File: config.mk
export PLATFORM = sky130hd
export DESIGN_NAME = data_mem_ctrl
export DESIGN_NICKNAME = d
export VERILOG_FILES = /design/src/rtl/mem_pkg.sv /design/src/rtl/data_mem_ctrl.sv
export SDC_FILE = /design/constraint.sdc
export NUM_CORES = 1
export LEC_CHECK = 0
export CAP_MARGIN = 10
export CORE_ASPECT_RATIO = 1.4
export CORE_UTILIZATION = 35
export CTS_CLUSTER_SIZE = 16
export DETAILED_ROUTE_END_ITERATION = 10
export SYNTH_ARGS = -nofsm -noshare
export SYNTH_HDL_FRONTEND = slang
export SYNTH_SLANG_ARGS = --single-unit
File: constraint.sdc
create_clock -name clk_i -period 3.2 [get_ports clk_i]
set_input_delay 0.64 -clock clk_i [delete_from_list [all_inputs] [get_ports clk_i]]
set_output_delay 0.64 -clock clk_i [all_outputs]
set_load 0.01 [all_outputs]
File: src/rtl/mem_pkg.sv
// Shared types and constants for the byte-serial data-memory controller.
package mem_pkg;

  typedef enum logic [1:0] {
    IDLE,
    RUN,
    CAPT,
    RESP
  } memctrl_state_t;

  localparam int BEATS_WORD = 4;
  localparam int BYTE_W     = 8;

endpackage

File: src/rtl/data_mem_ctrl.sv
// Load/store controller: serialises lb/lw/sb/sw onto a byte-wide synchronous RAM,
// little-endian, with a one-cycle response pulse and sign-extended byte loads.
module data_mem_ctrl
  import mem_pkg::*;
#(
  parameter int ADDR_WIDTH = 17
) (
  input  logic                  clk_i,
  input  logic                  rst_n_i,
  input  logic                  req_valid_i,
  output logic                  req_ready_o,
  input  logic                  req_we_i,
  input  logic                  req_word_i,
  input  logic [ADDR_WIDTH-1:0] req_addr_i,
  input  logic [31:0]           req_wdata_i,
  output logic                  rsp_valid_o,
  output logic                  rsp_err_o,
  output logic [31:0]           rdata_o,
  output logic                  stall_o,
  output logic [ADDR_WIDTH-1:0] ram_addr_o,
  output logic                  ram_we_o,
  output logic [7:0]            ram_wdata_o,
  input  logic [7:0]            ram_rdata_i
);

  memctrl_state_t        state_q, state_d;
  logic [1:0]            beat_q;
  logic                  we_q, word_q, err_q;
  logic [ADDR_WIDTH-1:0] addr_q;
  logic [31:0]           wdata_q;
  logic [23:0]           lanes_q;
  logic [31:0]           rdata_q;

  logic       accept;
  logic       misaligned;
  logic [1:0] last_beat;
  logic       in_run;

  assign accept     = req_valid_i && (state_q == IDLE);
  assign misaligned = req_word_i && (req_addr_i[1:0] != 2'b00);
  assign last_beat  = word_q ? 2'(BEATS_WORD - 1) : 2'd0;
  assign in_run     = (state_q == RUN);

  // NOTE: the state register is written with <= so every flop samples pre-edge values.
  always_ff @(posedge clk_i or negedge rst_n_i) begin
    if (!rst_n_i) state_q <= IDLE;
    else          state_q <= state_d;
  end

  // NOTE: defaulting state_d first keeps every path assigned, so no latch is inferred.
  always_comb begin
    state_d = state_q;
    unique case (state_q)
      IDLE: if (accept) state_d = misaligned ? RESP : RUN;
      RUN:  if (beat_q == last_beat) state_d = we_q ? RESP : CAPT;
      CAPT: state_d = RESP;
      RESP: state_d = IDLE;
      default: state_d = IDLE;
    endcase
  end

  always_ff @(posedge clk_i or negedge rst_n_i) begin
    if (!rst_n_i) begin
      beat_q  <= '0;
      we_q    <= 1'b0;
      word_q  <= 1'b0;
      err_q   <= 1'b0;
      addr_q  <= '0;
      wdata_q <= '0;
      lanes_q <= '0;
      rdata_q <= '0;
    end else begin
      unique case (state_q)
        IDLE: if (accept) begin
          we_q    <= req_we_i;
          word_q  <= req_word_i;
          addr_q  <= req_addr_i;
          wdata_q <= req_wdata_i;
          err_q   <= misaligned;
          beat_q  <= '0;
        end
        RUN: begin
          // Read data lags its address by one cycle, so beat k lands lane k-1.
          if (!we_q) begin
            unique case (beat_q)
              2'd1:    lanes_q[7:0]   <= ram_rdata_i;
              2'd2:    lanes_q[15:8]  <= ram_rdata_i;
              2'd3:    lanes_q[23:16] <= ram_rdata_i;
              default: ;
            endcase
          end
          if (beat_q != last_beat) beat_q <= beat_q + 2'd1;
        end
        CAPT: rdata_q <= word_q ? {ram_rdata_i, lanes_q}
                                : {{24{ram_rdata_i[BYTE_W-1]}}, ram_rdata_i};
        default: ;
      endcase
    end
  end

  assign req_ready_o = (state_q == IDLE);
  assign stall_o     = !req_ready_o;
  assign rsp_valid_o = (state_q == RESP);
  assign rsp_err_o   = (state_q == RESP) && err_q;
  assign rdata_o     = rdata_q;

  // RAM strobes decode straight from state, so an async reset drops them at once.
  assign ram_we_o    = in_run && we_q;
  assign ram_addr_o  = in_run ? addr_q + ADDR_WIDTH'(beat_q) : '0;
  assign ram_wdata_o = in_run ? wdata_q[BYTE_W*beat_q +: BYTE_W] : '0;

endmodule

==> out/metrics.cfg <==
[worst_setup_path]
path_delay_family = simple AND/OR/NAND/NOR gates
worstPathCellList = ha_1 -> a21oi_1 -> or2_4 -> or3_1 -> a21oi_1 -> clkdlybuf4s50_1
slowest_stage = clkdlybuf4s50_1
cpPeakStageDelay_ns = 0.57
crit_required_ns = 2.56
critPathKind = flip-flop to output pin
arrival_ns = 2.44
timing.critical_path.buf_inv = 1
cp_max_fo = 5
endpoint_kind = output pin
start_kind = flip-flop
path_common_cell = a21oi_1

[clocking]
clockBufferDepth = 2
cts_hold_buf = 0
clockRootBuffer = clkbuf_16
cts_tree = done
cts_sinks = 112
h-tree-depth = 3
path_clk_slew_ns = 0.08
cts_setup_buffers = 0
cts_buffers = 9
worstSkewPairLatency_ns = 0.34

[pwr]
power_frac_comb_pct = 44.9
ir_drop_mv = 0.4184
p_int_mw = 4.385
leakage_nw = 2.849
switching_share_pct = 34.55
powerDensity_nw_per_um2 = 972.2
pwr-share-seq_pct = 39.2
power_frac_clock_pct = 15.9
netSwitchingPower_mw = 2.314

[die]
placementRows = 52
die_h_um = 145.4
core_area_um2 = 14380
dieArea_um2 = 15190
die_x_um = 104.4
start_util_pct = 35.76
num_io_pins = 124

[global_route]
grt_max_degree = 97
grt_util_all_layers_pct = 16.75
grt_pass1_wl_um = 19930
grt_overflow = 0
antenna_found_initial = 0
grt_pass1_vias = 3830

[final_layout]
nFillCells = 1332
antenna_cells = 0
final_cell_mix = clkdlybuf4s50_1 (119), dfrtp_1 (112), mux2_2 (76), a21oi_1 (61), nor2_1 (44)
multi_input_area_um2 = 2220
finalInstanceArea_um2 = 6892
nNetsFinal = 616
register_area_um2 = 2803
drive_gt1_share_pct = 21.68
areaGrowthSynthToFinish_pct = 34.01
mostFrequentLayoutCell = clkdlybuf4s50_1

[outcome]
status = completed

[placement]
io_buffers = 123
hpwl_um = 8633
place_area_um2 = 6600
gp_congestion = 0.8567

[timing]
setup_viol = 0
rsz0062_at_grt = no
slew_headroom_pct = 54.73
fin_skew_ns = 0.009064
setup-tns-final_ns = 0
timing.fmax_ghz = 0.3242
period_needed_ns = 3.084
final_max_slew_viol_count = 0
worstMarginPinSlew_ns = 0.6791
hold_viol = 0
holdWs_ns = 0.1491
period_share_pct = 96.38

[yosys]
synth.avg_cell_area_um2 = 12.10
syn-num-nets = 497
synth_warnings = 0
synth_cell_type_count = 36
ys_seq_area_share_pct = 54.50
synth_area_leader_cell = dfrtp_1
netlist_area_um2 = 5142
synth_seq_cells = 112
synth_area_leaders = dfrtp_1 (55%), mux2_2 (17%), a21oi_1 (5.9%)
synth_top_area_share_pct = 54.50
netlist_instances = 425

[drt]
wl_per_cell_um = 16.43
dr.pass1.iters = 6
drt-total-wl_um = 12130
ant_nets = 0
drcViolationCount = 0
via_count = 3659
drtIter0Drc = 75
via_per_inst = 4.958

[flow_run]
cap_viol_max_count = 0

[min_path]
holdCritPathClass = primary input to asynchronous set/reset pin

[path summary, 6_finish.rpt]
kind / startpoint / to / slack, ns / depth (start not counted)
max: beat_q[1] / ram_addr_o[15] / 0.12 / 6
min: rst_n_i / wdata_q[5] / 0.15 / 1
max reg2reg: state_q[1] / lanes_q[6] / 1.07 / 6
min reg2reg: err_q / err_q / 0.48 / 1
max in group asynchronous: rst_n_i / lanes_q[9] / 2.25 / 2
min in group clk_i: err_q / err_q / 0.48 / 1
[sequential cells by signal (all words and copies together), names as in the netlist]
name / cells
lanes_q: 24
we_q: 1
state_q: 2
addr_q: 17
err_q: 1
beat_q: 2
wdata_q: 32
word_q: 1
rdata_o: 32
[cell usage after synthesis, drive strengths merged]
cell	count
a21o	2
a21oi	61
a221oi	1
a22o	1
and2	12
and4	3
buf	11
clkbuf	13
clkinv	1
dfrtp	112
fa	1
ha	9
inv	5
mux2	76
mux2i	7
mux4	8
nand2	10
nand3	6
nand4	4
nor2	45
nor2b	4
nor3	4
nor4b	1
o21ai	8
o221ai	1
o31ai	2
or2	1
or3	5
xnor2	5
xor2	6
[routing by layer]
| metal | routed length [µm] | global-route usage [%] | vias to the layer above |
|---|---|---|---|
| met5 | 0 | 0 | - |
| met4 | 251 | 6.071 | 0 |
| met3 | 541 | 3.538 | 20 |
| met2 | 6322 | 30.07 | 103 |
| met1 | 5010 | 19.50 | 1801 |
| li1 | - | - | 1735 |
[logic make-up after synthesis]
family                   count (synthesis)  synth area share (%)
multiplexers                            91                 21.51
flip-flops                             112                 54.50
AND/OR/NAND/NOR                         95                 9.246
AO/OA/AOI/OAI                           76                 7.810
buffers and inverters                   30                 2.482
adder cells (fa/ha/maj)                 10                 2.579
XOR/XNOR                                11                 1.873
[area by class of cell]
cell class	count	share of cell area (%)
flip-flops and latches	112	40.67
multi-input cells	283	32.21
repair buffers	132	19.28
well taps	189	3.431
clock buffers	10	3.322
clock inverters	6	0.7625
inverters	6	0.3268
[stage by stage]
| stage | power, mW | cells | util, % | setup WS (ns) |
|---|---|---|---|---|
| after floorplan | 4.376 | 425 | - | 0.6900 |
| after global placement | 5.601 | 722 | 45.90 | 0.4294 |
| after detailed placement | 5.699 | 722 | 45.90 | 0.3337 |
| after CTS | 6.802 | 738 | 47.88 | 0.02063 |
| after global routing | 7.199 | 738 | 47.93 | 0.01102 |
| final | 6.700 | 738 | 47.93 | 0.1158 |
[what timing repair did]
item / 4_1_cts / 5_1_grt
gates resized for setup: 2 / 3
hold endpoints to repair: 0 / 0
setup endpoints to repair: 2 / 3
[worst reg2reg max path, delay by kind of cell, from the launching register on]
family | cells | cell delay (ns)
adder cells (fa/ha/maj) | 1 | 0.17
buffers and inverters | 2 | 0.52
flip-flops | 1 | 0.43
multiplexers | 1 | 0.33
AND/OR/NAND/NOR | 2 | 0.57
[power by group through the flow]
| stage | sequential [mW] | combinational [mW] | clock, mW |
|---|---|---|---|
| global placement | 2.62 | 2.98 | 0 |
| CTS | 2.63 | 3.06 | 1.11 |
| global route | 2.73 | 3.31 | 1.16 |
| detailed placement | 2.65 | 3.05 | 0 |
| floorplan | 2.59 | 1.78 | 0 |
| finish | 2.62 | 3.01 | 1.07 |
(Power assumes the default switching activity.)
